[src/rtl/dac_out_pkg.sv]
// Shared types and constants for the DAC output path.
package dac_out_pkg;

    typedef enum logic [1:0] {
        IDLE  = 2'd0,
        PRIME = 2'd1,
        RUN   = 2'd2
    } dac_state_t;

    // Offset-binary zero: the DAC sits here whenever playback is stopped.
    localparam logic [11:0] MIDSCALE = 12'h800;

endpackage

[src/rtl/sync_fifo.sv]
// Single-clock show-ahead FIFO with synchronous reset and flush.
module sync_fifo #(
    parameter int DATA_W     = 12,
    parameter int FIFO_DEPTH = 16
) (
    input  logic                            sys_clk,
    input  logic                            reset,
    input  logic                            flush,
    input  logic                            push,
    input  logic                            pop,
    input  logic [DATA_W-1:0]               wr_data,
    output logic [DATA_W-1:0]               rd_data,
    output logic                            full,
    output logic                            empty,
    output logic [$clog2(FIFO_DEPTH):0]     level
);

    localparam int AW = $clog2(FIFO_DEPTH);

    logic [AW:0]        wr_ptr_q, wr_ptr_d;
    logic [AW:0]        rd_ptr_q, rd_ptr_d;
    logic [DATA_W-1:0]  mem_q [FIFO_DEPTH];
    logic               do_push;
    logic               do_pop;

    // Pointers carry one extra wrap bit so their difference is the occupancy.
    assign level   = wr_ptr_q - rd_ptr_q;
    assign full    = (level == (AW+1)'(FIFO_DEPTH));
    assign empty   = (level == '0);
    assign rd_data = mem_q[rd_ptr_q[AW-1:0]];
    assign do_push = push & ~full & ~flush;
    assign do_pop  = pop & ~empty & ~flush;

    // Next pointer values; flush empties the buffer without touching storage.
    always_comb begin
        wr_ptr_d = wr_ptr_q;
        rd_ptr_d = rd_ptr_q;
        if (flush) begin
            wr_ptr_d = '0;
            rd_ptr_d = '0;
        end else begin
            if (do_push) begin
                wr_ptr_d = wr_ptr_q + (AW+1)'(1);
            end
            if (do_pop) begin
                rd_ptr_d = rd_ptr_q + (AW+1)'(1);
            end
        end
    end

    // Pointer registers.
    always_ff @(posedge sys_clk) begin
        if (reset) begin
            wr_ptr_q <= '0;
            rd_ptr_q <= '0;
        end else begin
            wr_ptr_q <= wr_ptr_d;
            rd_ptr_q <= rd_ptr_d;
        end
    end

    // Sample storage; contents are don't-care until written.
    always_ff @(posedge sys_clk) begin
        if (do_push && !reset) begin
            mem_q[wr_ptr_q[AW-1:0]] <= wr_data;
        end
    end

endmodule

[src/rtl/dac_data_out.sv]
// Streams buffered samples to a parallel DAC bus at a programmable rate.
module dac_data_out
    import dac_out_pkg::*;
#(
    parameter int DATA_W     = 12,
    parameter int FIFO_DEPTH = 16,
    parameter int PRIME_LVL  = 8,
    parameter int DIV_W      = 16
) (
    input  logic                            sys_clk,
    input  logic                            reset,
    input  logic                            enable,
    input  logic [DIV_W-1:0]                rate_div,
    input  logic [DATA_W-1:0]               s_data,
    input  logic                            s_valid,
    output logic                            s_ready,
    output logic [DATA_W-1:0]               dac_data,
    output logic                            dac_wr,
    output logic [$clog2(FIFO_DEPTH):0]     fifo_level,
    output logic                            running,
    output logic [15:0]                     underflow_cnt
);

    localparam int LVL_W = $clog2(FIFO_DEPTH) + 1;
    localparam logic [LVL_W-1:0]  PRIME_THRESH = LVL_W'(PRIME_LVL);
    localparam logic [DATA_W-1:0] MID_WORD =
        (DATA_W == 12) ? DATA_W'(MIDSCALE) : {1'b1, {(DATA_W-1){1'b0}}};

    dac_state_t         state_q, state_d;
    logic [DIV_W-1:0]   cnt_q, cnt_d;
    logic [DATA_W-1:0]  dac_data_q, dac_data_d;
    logic               tick_q, tick_d;
    logic               dac_wr_q, dac_wr_d;
    logic               running_q, running_d;
    logic [15:0]        ufl_q, ufl_d;

    logic               tick;
    logic               fifo_push;
    logic               fifo_pop;
    logic               fifo_full;
    logic               fifo_empty;
    logic [DATA_W-1:0]  fifo_head;
    logic [LVL_W-1:0]   fifo_level_w;

    assign s_ready   = enable & ~fifo_full;
    assign fifo_push = s_valid & s_ready;
    assign tick      = enable & (state_q == RUN) & (cnt_q == '0);
    assign fifo_pop  = tick & ~fifo_empty;

    sync_fifo #(
        .DATA_W     (DATA_W),
        .FIFO_DEPTH (FIFO_DEPTH)
    ) u_fifo (
        .sys_clk (sys_clk),
        .reset   (reset),
        .flush   (~enable),
        .push    (fifo_push),
        .pop     (fifo_pop),
        .wr_data (s_data),
        .rd_data (fifo_head),
        .full    (fifo_full),
        .empty   (fifo_empty),
        .level   (fifo_level_w)
    );

    // Sequencing, rate counter, output word, strobe pipeline and underflow count.
    always_comb begin
        state_d    = state_q;
        cnt_d      = cnt_q;
        dac_data_d = dac_data_q;
        tick_d     = 1'b0;
        dac_wr_d   = 1'b0;
        ufl_d      = ufl_q;
        if (!enable) begin
            state_d    = IDLE;
            cnt_d      = '0;
            dac_data_d = MID_WORD;
        end else begin
            dac_wr_d = tick_q;
            case (state_q)
                IDLE:    state_d = PRIME;
                PRIME:   if (fifo_level_w >= PRIME_THRESH) state_d = RUN;
                RUN:     state_d = RUN;
                default: state_d = IDLE;
            endcase
            if (state_q == RUN) begin
                cnt_d = (cnt_q == '0) ? rate_div : cnt_q - DIV_W'(1);
            end else begin
                cnt_d = '0;
            end
            if (tick) begin
                tick_d = 1'b1;
                if (!fifo_empty) begin
                    dac_data_d = fifo_head;
                end else if (ufl_q != 16'hFFFF) begin
                    ufl_d = ufl_q + 16'd1;
                end
            end
        end
        running_d = (state_d == RUN);
    end

    // Control and output registers.
    always_ff @(posedge sys_clk) begin
        if (reset) begin
            state_q    <= IDLE;
            cnt_q      <= '0;
            dac_data_q <= MID_WORD;
            tick_q     <= 1'b0;
            dac_wr_q   <= 1'b0;
            running_q  <= 1'b0;
            ufl_q      <= '0;
        end else begin
            state_q    <= state_d;
            cnt_q      <= cnt_d;
            dac_data_q <= dac_data_d;
            tick_q     <= tick_d;
            dac_wr_q   <= dac_wr_d;
            running_q  <= running_d;
            ufl_q      <= ufl_d;
        end
    end

    assign dac_data      = dac_data_q;
    assign dac_wr        = dac_wr_q;
    assign running       = running_q;
    assign underflow_cnt = ufl_q;
    assign fifo_level    = fifo_level_w;

endmodule
[config.mk]
export PLATFORM = sky130hd
export DESIGN_NAME = dac_data_out
export DESIGN_NICKNAME = d
export VERILOG_FILES = /design/src/rtl/dac_out_pkg.sv /design/src/rtl/sync_fifo.sv /design/src/rtl/dac_data_out.sv
export SDC_FILE = /design/constraint.sdc
export NUM_CORES = 1
export LEC_CHECK = 0
export CORE_MARGIN = 10
export CORE_UTILIZATION = 55
export DETAILED_ROUTE_END_ITERATION = 7
export GPL_ROUTABILITY_DRIVEN = 1
export PLACE_DENSITY_LB_ADDON = 0.1
export SLEW_MARGIN = 0
export SYNTH_ARGS = -nofsm -noshare
export SYNTH_HDL_FRONTEND = slang
export SYNTH_SLANG_ARGS = --single-unit
[constraint.sdc]
create_clock -name sys_clk -period 4.1 [get_ports sys_clk]
set_input_delay 0.615 -clock sys_clk [delete_from_list [all_inputs] [get_ports sys_clk]]
set_output_delay 0.615 -clock sys_clk [all_outputs]
set_load 0.01 [all_outputs]
==> results.py <==
metrics = {
    "detailed_routing": {
        "routedWlPerCell_um": 20.8,
        "drc_errors": 0,
        "viasPerCell": 5.95,
        "ant_nets": 0,
        "dr.pass1.iters": 4,
        "num_vias": 6212,
        "drt_iter0_drc": 344,
        "detail_route.wirelength_um": 21700,
    },
    "synthesis": {
        "yosysTopAreaCell": "edfxtp_1",
        "ys_async_sr_fraction_pct": 0,
        "yosysSeqAreaShare_pct": 67.3,
        "yosys-top-cells-area": "edfxtp_1 (56%), dfxtp_1 (11%), mux4_2 (5.2%), mux2i_1 (4.8%), nor2_1 (2.0%)",
        "synth_cell_type_count": 59,
        "synth_edf_count": 192,
        "syn_nets": 756,
        "netlist_area_um2": 10300,
        "synth.top_cells.by_count": "edfxtp_1 (192), dfxtp_1 (59), nor2_1 (55)",
        "ys_warn_count": 0,
        "post_synth.cell_area_avg_um2": 14.5,
        "synthCells": 711,
        "synth_flop_cell": "edfxtp_1",
        "yosysMostFrequentCell": "edfxtp_1",
        "ys_ff_latch": 251,
        "synth_top_area_share_pct": 55.8,
    },
    "worst_setup_path": {
        "r2r-start": "u_fifo.wr_ptr_q[0]",
        "r2r_setup_slack_ns": 0.96,
        "worstRegToRegCells": 12,
        "crit_fanout": 7,
        "endpoint_kind": "output port",
        "setup.worst_path.class": "reg -> out",
        "arrival_ns": 3.16,
        "crit_required_ns": 3.48,
        "cp-start-kind": "flip-flop",
        "reg2reg_to": "u_fifo.mem_q[8][1]",
    },
    "sta": {
        "hold_viol_final": 0,
        "setup_viol": 0,
        "relSlewSlack_pct": 32.3,
        "fin_setup_tns_ns": 0,
        "fin_worst_skew_ns": 0.0163,
        "maxSlewViolCount": 0,
        "period_minus_slack_ns": 3.78,
        "max_clock_freq_ghz": 0.265,
        "fin_crit_sh_pct": 92.1,
        "worst_pin_slew_ns": 1.01,
        "rsz0062_at_grt": "false",
    },
    "global_routing": {
        "grt_use_total_pct": 17.5,
        "antenna_found_initial": 0,
        "grt_pass1_wl_um": 34200,
        "grt-ovfl-total": 0,
        "grt_start_max_net_pins": 54,
        "grt_pass1_vias": 6421,
    },
    "die": {
        "start_util_pct": 55.6,
        "dieArea_um2": 24700,
        "die_height_um": 157,
        "core_um2": 18600,
        "die_w_um": 157,
        "fp-row-count": 50,
        "io_pins": 68,
    },
    "hold_path": {
        "hold_class": "reg -> reg",
        "hold_start": "tick_q",
        "min_path_cells": 1,
        "min_to": "dac_wr",
    },
    "power": {
        "power.density_nw_per_um2": 429,
        "power_uw": 5230,
        "ir_worst_vdd_uv": 325,
        "leakage_uw": 0.00394,
    },
    "cts": {
        "clk_pin_slew_ns": 0.06,
        "cts-root-buf": "clkbuf_16",
        "clkLatencyLatePin_ns": 0.52,
        "clk_path_buf_depth": 3,
        "cts_buffers": 26,
        "ctsHoldBuffers": 0,
        "cts_setup_buffers": 0,
        "cts_tree": "built",
        "htree_num_levels": 1,
        "ctsResizeCount": 0,
        "clock-sinks": 251,
    },
    "run": {
        "maxCapViolCount": 0,
    },
    "place": {
        "dpl.hpwl_um": 14000,
        "post_dp_cell_area_um2": 11300,
        "port_buffers": 67,
        "gp_congestion": 0.818,
    },
    "final_layout": {
        "area_delta_synth_final_pct": 18.2,
        "fin_util_pct": 65.7,
        "diodes": 0,
        "design_area_um2": 12200,
        "finalNetCount": 838,
        "final_layout_size_suffix_gt1_share_pct": 12.0,
    },
    "outcome": {
        "outcome": "completed",
    },
}
==> per-stage QoR <==
step                      cells  worst slack [ns]  hold WS, ns
after floorplan             711             0.625        0.406
after global placement      999             0.971        0.410
after detailed placement    999             0.887        0.425
after CTS                  1044             0.321        0.437
after global routing       1044             0.185        0.452
final                      1044             0.324        0.435
==> critical path, stage by stage, from the launching register on <==
cell and delay [ns]:
dfxtp_1 0.42, inv_1 0.11, ha_1 0.20, inv_1 0.07, fa_1 0.44, or3_1 0.54, a21oi_1 0.27, a21boi_1 0.10
clkdlybuf4s50_1 0.49
==> how the worst max path moves through the flow <==
stage | from | endpoint | slack, ns
2_1_floorplan | u_fifo.rd_ptr_q[1] | u_fifo.mem_q[4][0] | 0.63
3_3_place_gp | u_fifo.wr_ptr_q[0] | s_ready | 0.97
3_5_place_dp | u_fifo.wr_ptr_q[0] | s_ready | 0.89
4_1_cts | u_fifo.wr_ptr_q[0] | s_ready | 0.32
5_1_grt | u_fifo.wr_ptr_q[0] | s_ready | 0.18
6_report | u_fifo.wr_ptr_q[0] | s_ready | 0.32
==> per-layer routing <==
layer / wire, um / share of wire, % / vias to the layer above / global-route usage [%]
met3: 1180 / 5.4 / 37 / 3.47
met1: 9200 / 42 / 3079 / 21.6
met5: 0 / 0 / - / 0
met2: 10900 / 50 / 169 / 30.7
met4: 427 / 2.0 / 0 / 5.16
li1: - / - / 2927 / -
==> registers in the layout (all words and copies together), names as in the netlist <==
signal and count:
u_fifo.mem_q 192, cnt_q 16, underflow_cnt 16, dac_data 12, u_fifo.rd_ptr_q 5, u_fifo.wr_ptr_q 5, state_q 2, dac_wr 1
running 1, tick_q 1
==> cell usage in the layout, fill, tap and decap left out, drive strengths merged, types with 24 or more instances in the layout <==
cell and n:
mux2i 50, nand2 27, mux4 24, nand3 32, edfxtp 192, dfxtp 59, clkdlybuf4s50 67, a22oi 25
nor2 55, clkbuf 35, buf 25
==> report_power, final <==
group | leakage [uW] | switching [uW] | internal, uW
sequential | 0.00220 | 2.30 | 2740
combinational | 0.00131 | 66.1 | 42.7
clock | 0.000425 | 900 | 1480
total | 0.00394 | 968 | 4260
==> kinds of logic (layout without fill, tap and decap cells) <==
family	Yosys count	in the layout	share of synthesized area, %
adder cells (fa/ha/maj)	13	13	1.65
XOR/XNOR	18	18	1.53
AND/OR/NAND/NOR	188	188	9.57
multiplexers	77	77	10.4
AO/OA/AOI/OAI	110	110	7.48
flip-flops	251	251	67.3
buffers and inverters	54	153	2.10
==> area by class of cell <==
| cell class | instances | area [um^2] |
|---|---|---|
| Sequential cell | 251 | 6950 |
| Fill cell | 1281 | 6380 |
| Multi-Input combinational cell | 406 | 3170 |
| Timing Repair Buffer | 92 | 858 |
| Clock buffer | 35 | 726 |
| Tap cell | 234 | 293 |
| Clock inverter | 10 | 145 |
| Inverter | 16 | 60.1 |
Power figures use the tool's default switching activity.
